$ cat src/rtl/rvmyth_avsdadc_sar_if.sv
// Result handshake between the SAR ADC controller and the RVMyth core.
// The master side presents a finished conversion; the slave side accepts it with ready.
interface rvmyth_avsdadc_sar_if #(
  parameter int unsigned WIDTH = 10
) ();

  logic [WIDTH-1:0] data;
  logic             valid;
  logic             ready;

  modport master (
    output data,
    output valid,
    input  ready
  );

  modport slave (
    input  data,
    input  valid,
    output ready
  );

endinterface

$ cat src/rtl/rvmyth_avsdadc_sar.sv
// Successive-approximation ADC controller: drives trial codes into the feedback DAC,
// resolves one bit per settle period from the comparator and hands the sample to the core.
module rvmyth_avsdadc_sar #(
  parameter int unsigned WIDTH         = 10,
  parameter int unsigned SAMPLE_CYCLES = 4,
  parameter int unsigned SETTLE_CYCLES = 2
) (
  input  logic                 clk,
  input  logic                 reset,
  input  logic                 start_i,
  input  logic                 cmp_i,
  output logic [WIDTH-1:0]     dac_code_o,
  output logic                 sample_en_o,
  output logic                 busy_o,
  output logic                 overrun_o,
  rvmyth_avsdadc_sar_if.master bus
);

  localparam int unsigned CNT_MAX = (SAMPLE_CYCLES > SETTLE_CYCLES) ? SAMPLE_CYCLES : SETTLE_CYCLES;
  localparam int unsigned CNT_W   = (CNT_MAX > 1) ? $clog2(CNT_MAX) : 1;
  localparam int unsigned BIT_W   = (WIDTH > 1) ? $clog2(WIDTH) : 1;

  typedef enum logic [1:0] {
    IDLE    = 2'd0,
    SAMPLE  = 2'd1,
    CONVERT = 2'd2
  } state_e;

  state_e             state_q, state_d;
  logic [CNT_W-1:0]   cnt_q, cnt_d;
  logic [BIT_W-1:0]   bit_q, bit_d;
  logic [WIDTH-1:0]   res_q, res_d;
  logic               done_c;

  logic [WIDTH-1:0]   dac_code_q, dac_code_d;
  logic               sample_en_q, sample_en_d;
  logic               busy_q, busy_d;
  logic [WIDTH-1:0]   data_q, data_d;
  logic               valid_q, valid_d;
  logic               overrun_q, overrun_d;

  // State, counters and partial result
  always_ff @(posedge clk) begin
    if (reset) begin
      state_q <= IDLE;
      cnt_q   <= '0;
      bit_q   <= '0;
      res_q   <= '0;
    end else begin
      state_q <= state_d;
      cnt_q   <= cnt_d;
      bit_q   <= bit_d;
      res_q   <= res_d;
    end
  end

  // Next state: res holds resolved bits above the current index, zeros at and below it
  always_comb begin
    state_d = state_q;
    cnt_d   = cnt_q;
    bit_d   = bit_q;
    res_d   = res_q;
    done_c  = 1'b0;
    unique case (state_q)
      IDLE: begin
        if (start_i) begin
          state_d = SAMPLE;
          cnt_d   = CNT_W'(SAMPLE_CYCLES - 1);
          res_d   = '0;
        end
      end
      SAMPLE: begin
        if (cnt_q == '0) begin
          state_d = CONVERT;
          cnt_d   = CNT_W'(SETTLE_CYCLES - 1);
          bit_d   = BIT_W'(WIDTH - 1);
        end else begin
          cnt_d = cnt_q - CNT_W'(1);
        end
      end
      CONVERT: begin
        if (cnt_q == '0) begin
          res_d[bit_q] = cmp_i;
          if (bit_q == '0) begin
            state_d = IDLE;
            done_c  = 1'b1;
          end else begin
            bit_d = bit_q - BIT_W'(1);
            cnt_d = CNT_W'(SETTLE_CYCLES - 1);
          end
        end else begin
          cnt_d = cnt_q - CNT_W'(1);
        end
      end
      default: state_d = IDLE;
    endcase
  end

  // Outputs are derived from the upcoming state so they register in step with it
  always_comb begin
    dac_code_d  = '0;
    sample_en_d = 1'b0;
    busy_d      = 1'b0;
    data_d      = data_q;
    valid_d     = valid_q;
    overrun_d   = overrun_q;
    unique case (state_d)
      SAMPLE: begin
        sample_en_d = 1'b1;
        busy_d      = 1'b1;
      end
      CONVERT: begin
        busy_d     = 1'b1;
        dac_code_d = res_d | (WIDTH'(1) << bit_d);
      end
      default: begin
      end
    endcase
    // A completion wins over a same-edge accept and is then not an overrun
    if (done_c) begin
      data_d  = res_d;
      valid_d = 1'b1;
      if (valid_q && !bus.ready) begin
        overrun_d = 1'b1;
      end
    end else if (valid_q && bus.ready) begin
      valid_d = 1'b0;
    end
  end

  always_ff @(posedge clk) begin
    if (reset) begin
      dac_code_q  <= '0;
      sample_en_q <= 1'b0;
      busy_q      <= 1'b0;
      data_q      <= '0;
      valid_q     <= 1'b0;
      overrun_q   <= 1'b0;
    end else begin
      dac_code_q  <= dac_code_d;
      sample_en_q <= sample_en_d;
      busy_q      <= busy_d;
      data_q      <= data_d;
      valid_q     <= valid_d;
      overrun_q   <= overrun_d;
    end
  end

  assign dac_code_o  = dac_code_q;
  assign sample_en_o = sample_en_q;
  assign busy_o      = busy_q;
  assign overrun_o   = overrun_q;
  assign bus.data    = data_q;
  assign bus.valid   = valid_q;

endmodule

$ cat src/flat_wrapper.sv
// flat-port wrapper written by rule: the top's interface ports become plain ports
module rvmyth_avsdadc_sar_flat 
#(
  parameter int unsigned WIDTH         = 10,
  parameter int unsigned SAMPLE_CYCLES = 4,
  parameter int unsigned SETTLE_CYCLES = 2
)
  (clk, reset, start_i, cmp_i, dac_code_o, sample_en_o, busy_o, overrun_o, bus_data, bus_valid, bus_ready);
  rvmyth_avsdadc_sar_if #(.WIDTH(WIDTH)) bus_i ();
  input  logic clk;
  input  logic reset;
  input  logic start_i;
  input  logic cmp_i;
  output logic [WIDTH-1:0] dac_code_o;
  output logic sample_en_o;
  output logic busy_o;
  output logic overrun_o;
  output wire logic [$bits(bus_i.data)-1:0] bus_data;
  output wire logic [$bits(bus_i.valid)-1:0] bus_valid;
  input wire logic [$bits(bus_i.ready)-1:0] bus_ready;
  assign bus_data = bus_i.data;
  assign bus_valid = bus_i.valid;
  assign bus_i.ready = bus_ready;
  rvmyth_avsdadc_sar #(.WIDTH(WIDTH), .SAMPLE_CYCLES(SAMPLE_CYCLES), .SETTLE_CYCLES(SETTLE_CYCLES)) u_core (.clk(clk), .reset(reset), .start_i(start_i), .cmp_i(cmp_i), .dac_code_o(dac_code_o), .sample_en_o(sample_en_o), .busy_o(busy_o), .overrun_o(overrun_o), .bus(bus_i));
endmodule
$ cat config.mk
export PLATFORM = sky130hd
export DESIGN_NAME = rvmyth_avsdadc_sar_flat
export DESIGN_NICKNAME = d
export VERILOG_FILES = /design/src/rtl/rvmyth_avsdadc_sar_if.sv /design/src/rtl/rvmyth_avsdadc_sar.sv /design/src/flat_wrapper.sv
export SDC_FILE = /design/constraint.sdc
export NUM_CORES = 1
export LEC_CHECK = 0
export ABC_AREA = 1
export BUFFER_PORTS_ARGS = -buffer_cell sky130_fd_sc_hd__buf_2
export CAP_MARGIN = 5
export CORE_ASPECT_RATIO = 0.6
export CORE_MARGIN = 1
export CORE_UTILIZATION = 50
export DETAILED_ROUTE_END_ITERATION = 16
export GPL_ROUTABILITY_DRIVEN = 0
export PLACE_DENSITY = 0.71
export SYNTH_ARGS = -nofsm -noshare
export SYNTH_HDL_FRONTEND = slang
export SYNTH_SLANG_ARGS = --single-unit
$ cat constraint.sdc
create_clock -name clk -period 4.51 [get_ports clk]
set_clock_uncertainty 0.2 [all_clocks]
set_input_delay 0.451 -clock clk [delete_from_list [all_inputs] [get_ports clk]]
set_output_delay 0.451 -clock clk [all_outputs]
set_load 0.03 [all_outputs]
==> results of run 1 <==
## kinds of logic (layout without fill, tap and decap cells)
family	Yosys count	after routing
AO/OA/AOI/OAI	63	63
adder cells (fa/ha/maj)	10	10
buffers and inverters	66	95
flip-flops	42	42
AND/OR/NAND/NOR	114	114
## worst max-delay path, delay by kind of cell, from the launching register on
kind	cells	cell delay [ns]
AND/OR/NAND/NOR	4	0.58
adder cells (fa/ha/maj)	2	0.49
AO/OA/AOI/OAI	1	0.38
flip-flops	1	0.33
buffers and inverters	3	0.32
## power groups by stage
stage	sequential, W	clock [W]	combinational (W)
6_report	0.000413	0.000248	0.000289
5_1_grt	0.000417	0.000269	0.000328
4_1_cts	0.000413	0.000254	0.000287
3_5_place_dp	0.000421	0	0.000285
3_3_place_gp	0.000421	0	0.000285
2_1_floorplan	0.000440	0	0.000216
## how the worst max path moves through the flow
| stage | startpoint | endpoint | slack [ns] |
|---|---|---|---|
| CTS | u_core.bit_q[0]$_SDFF_PP0_ | u_core.dac_code_o[9]$_SDFF_PP0_ | 2.09 |
| detailed placement | u_core.bit_q[0]$_SDFF_PP0_ | u_core.dac_code_o[9]$_SDFF_PP0_ | 2.11 |
| floorplan | u_core.bit_q[0]$_SDFF_PP0_ | u_core.dac_code_o[9]$_SDFF_PP0_ | 2.40 |
| finish | u_core.bit_q[0]$_SDFF_PP0_ | u_core.dac_code_o[9]$_SDFF_PP0_ | 2.10 |
| global placement | u_core.bit_q[0]$_SDFF_PP0_ | u_core.dac_code_o[8]$_SDFF_PP0_ | 2.16 |
| global route | u_core.bit_q[0]$_SDFF_PP0_ | u_core.bus.data[1]$_SDFFE_PP0P_ | 1.84 |
## final cells by class
type                    instances  area, sq um
repair buffers                 28        140.1
flip-flops and latches         42        840.8
inverters                      59        221.5
fillers                       377         1481
multi-input cells             187        991.0
clock inverters                 2        12.51
well taps                      47        58.81
clock buffers                   6        82.58
## layer usage
layer | GRT usage (%) | up-vias | part of all wire (%) | wire (um)
li1 | - | 989 | - | -
met1 | 33.56 | 789 | 56 | 2430
met2 | 28.80 | 64 | 37 | 1598
met3 | 5.238 | 4 | 7.2 | 316
met4 | 5.000 | 0 | 0.44 | 19
met5 | 0 | - | 0 | 0
## flip-flops by register name (all words and copies together) (netlist names), 2 cells and up
signal	cells
u_core.cnt_q	2
u_core.state_q	2
u_core.res_q	10
u_core.bus.data	10
u_core.bit_q	4
u_core.dac_code_o	10
## through the flow
step | hold WS, ns | total power, W
final | 0.2238 | 0.0009498
after CTS | 0.2157 | 0.0009538
after detailed placement | 0.2536 | 0.0007061
after floorplan | 0.2945 | 0.0006564
after global routing | 0.2200 | 0.001014
after global placement | 0.2466 | 0.0007057
## placed cells by master, fill, tap and decap left out, types with 2 or more instances in the layout
cell       n
nand3_2    4
clkbuf_8   6
o21ai_0   23
ha_1      10
nand3_1   22
nor2_1    54
nor2_4     2
inv_1     52
a21oi_1   24
dfxtp_1   42
o21ai_1   11
inv_2      5
nand2_2    5
nand2_1   21
buf_2     28
nor2_2     3
clkinv_1   2
nand2_4    2
==> results by group, run 1 <==
Route
  • Vias per cell: 4.976
  • Drt first pass iters: 5
  • # DRC: 0
  • Post-route ant nets: 0
  • Initial DRC Count: 169
  • Total Wirelength: 4365 um
  • Total number of vias: 1,846
  • Routed WL per cell: 11.77 um

Synthesis
  • Fraction of the yosys area taken by sequential cells: 40.19%
  • Syn Area/Cell: 7.092 sq um
  • Number of synthesis warnings: 0
  • Async set or reset register ratio after synthesis: 0%
  • Synth Area in Simple Gates: 25.48%
  • Synthesized-area fraction occupied by adder cells: 5.981%
  • Commonest cells post-synth: 54 x nor2_1, 52 x inv_1, 42 x dfxtp_1
  • Largest family of logic cells by synthesized area: simple AND/OR/NAND/NOR gates
  • Post-synth EDFFs: 0
  • Syn Inst Count: 295
  • Post-synthesis xor/xnor area fraction: 0%
  • Synth area leader: dfxtp_1
  • Main synth FF type: dfxtp_1
  • Share of the synthesized area in the top cell type: 40.19%
  • Most common cell in the netlist: nor2_1
  • Syn Nets: 310
  • Synth area leaders: dfxtp_1 40%, nor2_1 9.7%, inv_1 9.3%, ha_1 6.0%, a21oi_1 5.7%
  • Post-synthesis compound-gate area fraction: 15.91%
  • Cell variety after synth: 26
  • Yosys reg bits: 42
  • Cell area after synthesis: 2092 sq um
  • Mux cell area share after synthesis: 0%

Min path
  • HP Start: bus_ready
  • Hold Path End: u_core.bus.valid$_SDFFE_PP0P_
  • Hold Path Class: in2reg
  • Worst hold stages: 4

Power and ir drop
  • Clock power share: 26.1%
  • Static leakage: 1.135 nW
  • Switching power: 0.0003460 W
  • Logic pwr share: 30.5%
  • Worst vdd ir: 0.0002174 V
  • Pwr Density: 404.7 nW/um^2
  • Flop pwr share: 43.5%
  • Sw frac: 36.43%
  • Internal power: 0.0006038 W

GRT
  • First-pass GRT wire length: 7245 um
  • Initial antenna violation count: 0
  • Grt total ovfl: 0
  • Total Routing Usage GR: 21.49%
  • Vias in the first global route: 1,515
  • Largest net degree at the start of global routing: 33

Clock network
  • Reg clk slew, reported paths: 0.08 ns
  • TritonCTS buffer count: 5
  • Root buf cell: clkbuf_8
  • Clock latency on the worst-skew pair: 0.29 ns
  • Clk buf depth: 2
  • CTS resizes: 0
  • CTS H-tree lvls: 2
  • CTS sink count: 42
  • CTS tree: done
  • Hold_buf cts: 0
  • Setup bufs post-CTS: 0

STA
  • Worst Slack Setup Final: 2.096 ns
  • RSZ-0062 raised after global routing: false
  • Final setup viols: 0
  • Final slew viol count: 0
  • Fin. Hold Viols: 0
  • TNS Setup: 0 ns
  • Fmax: 0.4143 GHz
  • Worst Tran Pin Value: 0.6235 ns
  • Tmin final: 2.414 ns
  • Slew margin rel.: 58.28%
  • Post-route clock period utilization: 53.52%

Layout
  • Area added between synthesis and finish: 12.20%
  • Nets: 338
  • Ant diodes: 0
  • Final instance area: 2347 sq um
  • Fraction of layout cells with a size suffix above 1: 17.90%
  • Post-Route Utilization: 61.31%
  • Finished Layout Cells: 371

Die
  • I/O pin total: 29
  • Core footprint: 3829 sq um
  • Initial Util: 54.64%
  • Die area: 4455 sq um
  • Die width: 85.51 um
  • Die height: 52.11 um
  • Site Rows: 17

Critical path
  • Top fanout value on the critical path: 10
  • Critical path capture point type: flop
  • Reg2Reg Depth: 10
  • Slowest cell on crit path: o31ai_1
  • Critical path class: reg2reg
  • Delay of the slowest cell on the worst path: 0.38 ns
  • R2r setup slk: 2.10 ns
  • Critical path cell sequence: inv_1, ha_1, nand3_2, nand2_1, inv_2, o31ai_1, inv_1, ha_1, nand2_1, nor2_1
  • CP arrival: 2.39 ns
  • RR Startpoint: u_core.bit_q[0]$_SDFF_PP0_
  • Critical path launch point type: flop
  • R2R Path End: u_core.dac_code_o[9]$_SDFF_PP0_
  • CP required: 4.49 ns

Placement
  • Worst slack, placed: 2.106 ns
  • IO buf count: 28
  • Placed Area: 2252 sq um
  • # placed instances: 363
  • Dpl hpwl: 3174 um

Job
  • Max Cap Viol: 0

Outcome
  • Status: completed
Power figures use the tool's default switching activity.
==> run 2: changes to the inputs <==
--- a/config.mk
+++ b/config.mk
@@ -13,7 +13,7 @@
 export CORE_UTILIZATION = 50
 export DETAILED_ROUTE_END_ITERATION = 16
 export GPL_ROUTABILITY_DRIVEN = 0
-export PLACE_DENSITY = 0.71
+export PLACE_DENSITY = 0.74
 export SYNTH_ARGS = -nofsm -noshare
 export SYNTH_HDL_FRONTEND = slang
 export SYNTH_SLANG_ARGS = --single-unit
==> constraint.sdc (replaced) <==
create_clock -name clk -period 2.1 [get_ports clk]
set_clock_uncertainty 0.2 [all_clocks]
set_input_delay 0.21 -clock clk [delete_from_list [all_inputs] [get_ports clk]]
set_output_delay 0.21 -clock clk [all_outputs]
set_load 0.03 [all_outputs]
==> run 2 against run 1 <==
Against the previous run: die area is the same; power grew 140%; sequential power grew 110%; fmax grew 21%; final area grew 8.3%.
==> results by group, run 2 (synthesis results as in run 1) <==
Outcome
  • Status: completed

Route
  • Initial DRC Count: 175 (+3.6%)
  • Routed WL per cell: 12.75 um (+8.4%)
  • Total number of vias: 1,921 (+4.1%)
  • Post-route ant nets: 0 (unchanged)
  • Drt first pass iters: 4 (-1)
  • Total Wirelength: 4959 um (+14%)
  • Vias per cell: 4.938 (-0.75%)
  • # DRC: 0 (unchanged)

GRT
  • Largest net degree at the start of global routing: 32 (-3.0%)
  • Met2 Usage GRT: 32.93% (+4.1 points)
  • First-pass GRT wire length: 8100 um (+12%)
  • Vias in the first global route: 1,631 (+7.7%)
  • GRT busiest layer: met1
  • Met3 usage: 7.143% (+1.9 points)
  • Grt total ovfl: 0 (unchanged)
  • Total Routing Usage GR: 24.41% (+2.9 points)
  • Initial antenna violation count: 0 (unchanged)
  • GRT met1 Usage: 37.52% (+4.0 points)

Power and ir drop
  • Pwr Density: 889.2 nW/um^2 (+120%)
  • Tot Pwr: 0.002260 W (+140%)
  • Static leakage: 1.229 nW (+8.4%)
  • Worst vdd ir: 0.0005018 V (+130%)

Clock network
  • CTS tree: done
  • TritonCTS buffer count: 5 (unchanged)
  • Clk buf depth: 2 (unchanged)
  • CTS H-tree lvls: 2 (unchanged)
  • Root buf cell: clkbuf_8
  • CTS sink count: 42 (unchanged)
  • Reg clk slew, reported paths: 0.09 ns (about the same)
  • Setup bufs post-CTS: 0 (unchanged)
  • Clock latency on the worst-skew pair: 0.30 ns (about the same)

STA
  • Tmin final: 1.990 ns (-0.4234 ns)
  • Worst Slack Setup Final: 0.1098 ns (-1.987 ns)
  • RSZ-0062 raised after global routing: true
  • Final slew viol count: 0 (unchanged)
  • Slew margin rel.: 75.76% (+17 points)
  • Post-route clock period utilization: 94.77% (+41 points)
  • Final setup viols: 0 (unchanged)
  • Fmax: 0.5025 GHz (+21%)
  • Worst Tran Pin Value: 0.3632 ns (-0.2603 ns)
  • Fin. Hold Viols: 0 (unchanged)

Critical path
  • CP arrival: 1.98 ns (-0.41 ns)
  • Critical path launch point type: flop
  • CP delay by family, top: adder cells
  • Critical Path Most Common Cell: inv_1
  • Critical path cell sequence: inv_1, ha_2, nand3_2, nand2_1, a221oi_2, inv_1, ha_1, nand2_4, a21oi_1
  • Slowest cell on crit path: dfxtp_1
  • Critical path capture point type: flop
  • CP required: 2.09 ns (-2.40 ns)
  • Critical path class: reg2reg
  • CP bufs+invs: 2 (-1)
  • Top fanout value on the critical path: 10 (unchanged)
  • Delay of the slowest cell on the worst path: 0.36 ns (-0.02 ns)

Layout
  • Nets: 356 (+5.3%)
  • Most frequent cells in the layout: 52 x inv_1, 51 x nor2_1, 41 x dfxtp_1
  • Fill cells: 344 (-8.8%)
  • Most common cell after layout, fill and taps aside: inv_1
  • Fraction of layout cells with a size suffix above 1: 24.85% (+7.0 points)
  • Final instance area: 2541 sq um (+8.3%)
  • Finished Layout Cells: 389 (+4.9%)
  • Post-Route Utilization: 66.37% (+5.1 points)
  • Area added between synthesis and finish: 21.47%
  • Ant diodes: 0 (unchanged)

Placement
  • Dpl hpwl: 3506 um (+10%)
  • Worst slack, placed: -0.03325 ns (-2.139 ns)
  • # placed instances: 380 (+4.7%)
  • IO buf count: 28 (unchanged)
  • Placed Area: 2382 sq um (+5.8%)

Job
  • Max Cap Viol: 0 (unchanged)

Die
  • Die width: 85.51 um (unchanged)
  • Die height: 52.11 um (unchanged)
  • Initial Util: 54.64% (unchanged)
  • Site Rows: 17 (unchanged)
  • Core footprint: 3829 sq um (unchanged)
  • I/O pin total: 29 (unchanged)
  • Die area: 4455 sq um (unchanged)

Min path
  • Hold Path Class: in2reg
-- run 2: worst paths after layout --
kind / from / to / slack (ns) / depth (start not counted)
max reg2reg: u_core.bit_q[0]$_SDFF_PP0_ / u_core.dac_code_o[8]$_SDFF_PP0_ / 0.11 / 9
max: u_core.bit_q[0]$_SDFF_PP0_ / u_core.dac_code_o[8]$_SDFF_PP0_ / 0.11 / 9
min reg2reg: u_core.overrun_o$_SDFFE_PP0P_ / u_core.overrun_o$_SDFFE_PP0P_ / 0.28 / 2
min: reset / u_core.res_q[0]$_SDFF_PP0_ / 0.02 / 4
-- run 2: layout make-up --
| cell class | instances | area (sq um) | area share [%] |
|---|---|---|---|
| Multi-Input combinational cell | 187 | 1023 | 40.28 |
| Clock inverter | 3 | 45.04 | 1.773 |
| Timing Repair Buffer | 46 | 277.8 | 10.93 |
| Inverter | 59 | 225.2 | 8.863 |
| Tap cell | 47 | 58.81 | 2.314 |
| Clock buffer | 5 | 68.82 | 2.708 |
| Sequential cell | 42 | 842.1 | 33.14 |
-- run 2: power by group --
group | switching, W | total [W] | leakage [nW] | internal (W)
Clock | 0.000298 | 0.000651 | 0.0504 | 0.000354
Sequential | 0.0000350 | 0.000880 | 0.340 | 0.000845
Combinational | 0.000481 | 0.000728 | 0.839 | 0.000247
Total | 0.000813 | 0.00226 | 1.23 | 0.00145
-- run 2: timing repair --
action / in CTS / in global routing
cloned: 0 / 0
setup endpoints to repair: 13 / 15
gates resized for setup: 2 / 9
hold endpoints to repair: 1 / 0
hold buffers: 1 / 0
-- run 2: through the flow --
step	hold WS [ns]	setup TNS (ns)
6_report	0.02226	0
5_1_grt	0.06886	-0.3017
4_1_cts	0.007002	0
3_5_place_dp	0.2607	-0.07616
3_3_place_gp	0.2447	-0.2655
2_1_floorplan	0.1631	0
-- run 2: per-layer routing --
| layer | up-vias | wire length (um) |
|---|---|---|
| met2 | 64 | 1850 |
| li1 | 1015 | - |
| met4 | 0 | 26 |
| met1 | 838 | 2694 |
| met5 | - | 0 |
| met3 | 4 | 388 |
-- run 2: worst register-to-register path, stage by stage (launching register included) --
cell and delay (ns):
dfxtp_1 0.36, inv_1 0.07, ha_2 0.19, nand3_2 0.08, nand2_1 0.12, a221oi_2 0.30, inv_1 0.12, ha_1 0.25
nand2_4 0.13, a21oi_1 0.06
